===== src/rtl/uart_rx_fifo_pkg.sv =====
// Shared UART constants used by rx_module, rx_interface and the receive FIFO.
// Holds default byte width and FIFO address width plus the FIFO operation encoding.
package uart_rx_fifo_pkg;

    localparam int UART_DATA_BITS = 8;
    localparam int UART_ADDR_BITS = 2;

    // Encoding matches the {push, pop} bit pair so it can be cast directly.
    typedef enum logic [1:0] {
        OP_IDLE = 2'b00,
        OP_POP  = 2'b01,
        OP_PUSH = 2'b10,
        OP_BOTH = 2'b11
    } fifo_op_e;

endpackage


===== src/rtl/fifo_regfile.sv =====
// Storage array for the receive FIFO: synchronous write, asynchronous read, no reset.
// Ports: clk, we_i, waddr_i, wdata_i (write side); raddr_i -> rdata_o (read side).
module fifo_regfile #(
    parameter int DATA_BITS = 8,
    parameter int ADDR_BITS = 2
) (
    input  logic                 clk,
    input  logic                 we_i,
    input  logic [ADDR_BITS-1:0] waddr_i,
    input  logic [DATA_BITS-1:0] wdata_i,
    input  logic [ADDR_BITS-1:0] raddr_i,
    output logic [DATA_BITS-1:0] rdata_o
);

    logic [DATA_BITS-1:0] mem_q [2**ADDR_BITS];

    always_ff @(posedge clk) begin
        if (we_i) begin
            mem_q[waddr_i] <= wdata_i;
        end
    end

    assign rdata_o = mem_q[raddr_i];

endmodule


===== src/rtl/uart_rx_fifo.sv =====
// Receive FIFO between rx_module and rx_interface; first-word-fall-through output.
// Ports: clk, reset (async high), wr/w_data push, rd pop, r_data head,
// empty/full/count status, overflow sticky drop flag.
module uart_rx_fifo
    import uart_rx_fifo_pkg::*;
#(
    parameter int DATA_BITS = UART_DATA_BITS,
    parameter int ADDR_BITS = UART_ADDR_BITS
) (
    input  logic                 clk,
    input  logic                 reset,
    input  logic                 wr,
    input  logic [DATA_BITS-1:0] w_data,
    input  logic                 rd,
    output logic [DATA_BITS-1:0] r_data,
    output logic                 empty,
    output logic                 full,
    output logic [ADDR_BITS:0]   count,
    output logic                 overflow
);

    localparam logic [ADDR_BITS:0] FULL_CNT = {1'b1, {ADDR_BITS{1'b0}}};

    logic [ADDR_BITS-1:0] wr_ptr_q, wr_ptr_d;
    logic [ADDR_BITS-1:0] rd_ptr_q, rd_ptr_d;
    logic [ADDR_BITS:0]   count_q, count_d;
    logic                 empty_q, empty_d;
    logic                 full_q, full_d;
    logic                 ovf_q, ovf_d;
    logic                 push, pop;
    fifo_op_e             op;

    // A push while full is still accepted when a pop frees the slot that cycle.
    // A pop while empty is ignored even if a push arrives with it.
    assign push = wr & (~full_q | rd);
    assign pop  = rd & ~empty_q;
    assign op   = fifo_op_e'({push, pop});

    always_comb begin
        wr_ptr_d = wr_ptr_q;
        rd_ptr_d = rd_ptr_q;
        count_d  = count_q;
        unique case (op)
            OP_PUSH: begin
                wr_ptr_d = wr_ptr_q + ADDR_BITS'(1);
                count_d  = count_q + (ADDR_BITS+1)'(1);
            end
            OP_POP: begin
                rd_ptr_d = rd_ptr_q + ADDR_BITS'(1);
                count_d  = count_q - (ADDR_BITS+1)'(1);
            end
            OP_BOTH: begin
                wr_ptr_d = wr_ptr_q + ADDR_BITS'(1);
                rd_ptr_d = rd_ptr_q + ADDR_BITS'(1);
            end
            OP_IDLE: begin
                count_d = count_q;
            end
        endcase
        empty_d = (count_d == '0);
        full_d  = (count_d == FULL_CNT);
        ovf_d   = ovf_q | (wr & full_q & ~rd);
    end

    always_ff @(posedge clk or posedge reset) begin
        if (reset) begin
            wr_ptr_q <= '0;
            rd_ptr_q <= '0;
            count_q  <= '0;
            empty_q  <= 1'b1;
            full_q   <= 1'b0;
            ovf_q    <= 1'b0;
        end else begin
            wr_ptr_q <= wr_ptr_d;
            rd_ptr_q <= rd_ptr_d;
            count_q  <= count_d;
            empty_q  <= empty_d;
            full_q   <= full_d;
            ovf_q    <= ovf_d;
        end
    end

    fifo_regfile #(
        .DATA_BITS(DATA_BITS),
        .ADDR_BITS(ADDR_BITS)
    ) u_regfile (
        .clk    (clk),
        .we_i   (push),
        .waddr_i(wr_ptr_q),
        .wdata_i(w_data),
        .raddr_i(rd_ptr_q),
        .rdata_o(r_data)
    );

    assign empty    = empty_q;
    assign full     = full_q;
    assign count    = count_q;
    assign overflow = ovf_q;

endmodule


===== config.mk =====
export PLATFORM = sky130hd
export DESIGN_NAME = uart_rx_fifo
export DESIGN_NICKNAME = d
export VERILOG_FILES = /design/src/rtl/uart_rx_fifo_pkg.sv /design/src/rtl/fifo_regfile.sv /design/src/rtl/uart_rx_fifo.sv
export SDC_FILE = /design/constraint.sdc
export NUM_CORES = 1
export LEC_CHECK = 0
export BUFFER_PORTS_ARGS = -buffer_cell sky130_fd_sc_hd__buf_2
export CAP_MARGIN = 20
export CORE_ASPECT_RATIO = 0.8
export CORE_MARGIN = 3
export CORE_UTILIZATION = 35
export CTS_CLUSTER_DIAMETER = 40
export DETAILED_ROUTE_END_ITERATION = 8
export PLACE_DENSITY = 0.59
export SYNTH_ARGS = -nofsm -noshare
export SYNTH_HDL_FRONTEND = slang
export SYNTH_HIERARCHICAL = 1
export SYNTH_SLANG_ARGS = --single-unit

===== constraint.sdc =====
create_clock -name clk -period 1.8 [get_ports clk]
set_input_delay 0.09 -clock clk [delete_from_list [all_inputs] [get_ports clk]]
set_output_delay 0.09 -clock clk [all_outputs]
set_load 0.05 [all_outputs]

==> impl_metrics.toml <==
[synth]
synth_warnings = 6
synthAdderAreaFrac_pct = 3.43
synth_xor_area_share_pct = 4.17
netlist_instances = 92
synthDistinctLibCells = 24
syn_avg_cell_area_um2 = 18.3
muxShareOfSynthArea_pct = 10.7
synth_top_family_by_area = "multiplexers"
synth-compound-area-share_pct = 1.94
syn-cell-area_um2 = 1680
synthSimpleGateAreaFrac_pct = 4.84
ys_ff_latch = 42
synthesis.nets = 108
yosysSeqAreaShare_pct = 72.2

[sta]
worstMarginPinSlew_ns = 0.438
tns_ns = 0
period_needed_ns = 1.76
hold_slack_ns = 0.0143
hold_viol_final = 0
relSlewSlack_pct = 70.8
finalSetupViolations = 0
drv_slew = 0
rsz0062_at_grt = "true"
fin_ws_ns = 0.0417
skew_ns = 0.00727
fmax_mhz = 569
finalCritPeriodShare_pct = 97.7

[final_layout]
nets = 150
multiInputGateArea_um2 = 449
post-route-util_pct = 47.9
mostFrequentLayoutCells = "32 x edfxtp_1, 25 x buf_2, 10 x buf_4"
final_common_cell = "edfxtp_1"
diodes = 0
fillCellCount = 361
syn2layout_area_growth_pct = 25.0
layout-drive-gt1-share_pct = 43.0
ff_latch_area_um2 = 1210

[global_route]
grt_usage_pct = 10.8
grt.overflow.total = 0
grt_pass1_vias = 885
grt_pass1_wl_um = 4470
grt_max_degree = 13
antenna_found_initial = 0

[job]
maxCapViolCount = 0

[route]
ant_nets = 0
vias_per_cell = 4.45
top_layer_used = "met4"
wl_met3_um = 152
wire_per_inst_um = 14.4
drcViolationCount = 0
drt-initial-drc-count = 29
wl_met1_um = 1240
wl_met2_um = 1330
first_pass_iters = 4
drt_wl_total_um = 2770
num_vias = 854

[worst_setup_path]
crit_type = "reg -> reg"
worst-path-max-fanout = 2
cp_data_required_time_ns = 2.02
arrival_ns = 1.97
startpoint_type = "flip-flop"
endpoint_kind = "flip-flop"

[clock_network]
cts_root_buf = "clkbuf_8"
tritoncts = "yes"
clk_pin_slew_ns = 0.08
cts_buffers = 5
clk_path_buf_depth = 2
cts_sinks = 42
clk_latency_ns = 0.29
htree_levels = 2

[die]
num_rows = 21
dieArea_um2 = 5670
die-width_um = 83.5
start_util_pct = 38.3
ioPinCount = 26
core_area_um2 = 4390
die_h_um = 68.0

[placed_design]
place_congestion = 0.812
portBuffers = 25
place_hpwl_um = 1900
pre_cts_ws_ns = -0.0179

[pwr]
ir_drop_mv = 0.686
leakage_uw = 0.000822
p_per_area_nw_per_um2 = 1840

[min_path]
hold_class = "in -> reg"

[outcome]
status = "finished clean"
[worst max-delay path, cell delays in order (launching register included)]
cell	delay [ns]
dfrtp_2	0.38
nand2b_1	0.09
nand2_2	0.09
ha_2	0.18
inv_1	0.05
fa_1	0.49
nand2_1	0.07
or2_4	0.22
o22ai_1	0.13
[path summary, 6_finish.rpt]
kind	from	end	slack [ns]	cells past startpoint
worst max-delay path	full	empty	0.04	8
worst min-delay path	w_data[1]	u_regfile/mem_q[2][1]	0.01	1
worst max register to register	full	empty	0.04	8
worst min register to register	overflow	overflow	0.49	1
max in group asynchronous	reset	empty	1.16	3
min in group asynchronous	reset	count[1]	0.32	3
[sequential cells by signal, indices dropped and copies added, names as in the netlist]
signal,flops
wr_ptr_q,2
full,1
u_regfile/mem_q,32
overflow,1
count,3
rd_ptr_q,2
empty,1
[Yosys cell counts]
master	number	area share (%)
and3_1	1	0.37
and3b_1	2	1.0
buf_6	1	0.67
clkbuf_2	1	0.30
dfrtp_1	9	13
dfstp_2	1	1.6
edfxtp_1	32	57
fa_1	1	1.2
ha_1	3	2.2
inv_1	8	1.8
mux4_2	8	11
nand2_1	4	0.89
nand2b_1	1	0.37
nand3_1	1	0.30
nor2_1	3	0.67
nor2b_1	1	0.37
nor3b_1	1	0.45
o21ai_0	2	0.60
o21bai_1	1	0.45
o22ai_1	1	0.37
o2bb2ai_1	1	0.52
or2_2	1	0.37
xnor2_1	7	3.6
xor2_1	1	0.52
[cells by family after synthesis]
group	count (synthesis)
DFF	42
adders and majority gates	4
xor gates and xnor gates	8
and+or+nand+nor	15
AOI/OAI and AO/OA	5
muxes	8
buffers and inverters	10
[per-layer routing]
layer	vias to the layer above	GRT usage (%)
li1	421	-
met1	412	12.6
met3	6	4.81
met2	15	17.5
met5	-	0
met4	0	4.82
[power by group]
part	internal [µW]	leakage (µW)	switching (µW)
logic	615	0.000361	1070
registers	1310	0.000408	160
clock network	415	0.0000524	297
[final cells by class]
class	count	area share, %
inverters	8	1.43
repair buffers	37	11.0
clock inverters	1	1.43
clock buffers	7	3.63
multi-input cells	40	21.4
flip-flops and latches	42	57.8
well taps	57	3.39
[metrics by stage]
stage               total power [µW]  cells  area [µm²]
finish                          3870    192        2100
CTS                             3890    189        2070
global route                    4070    192        2100
floorplan                       2760     92        1690
global placement                3140    180        1950
detailed placement              3160    180        1950
[what timing repair did]
item	in CTS	in global routing
setup endpoints to repair	2	3
pin swaps	1	0
hold buffers	1	0
endpoints found under the hold margin	9	0
setup buffers	0	3
gates resized for setup	1	2
Note: power is estimated with default switching activity, not from simulation.
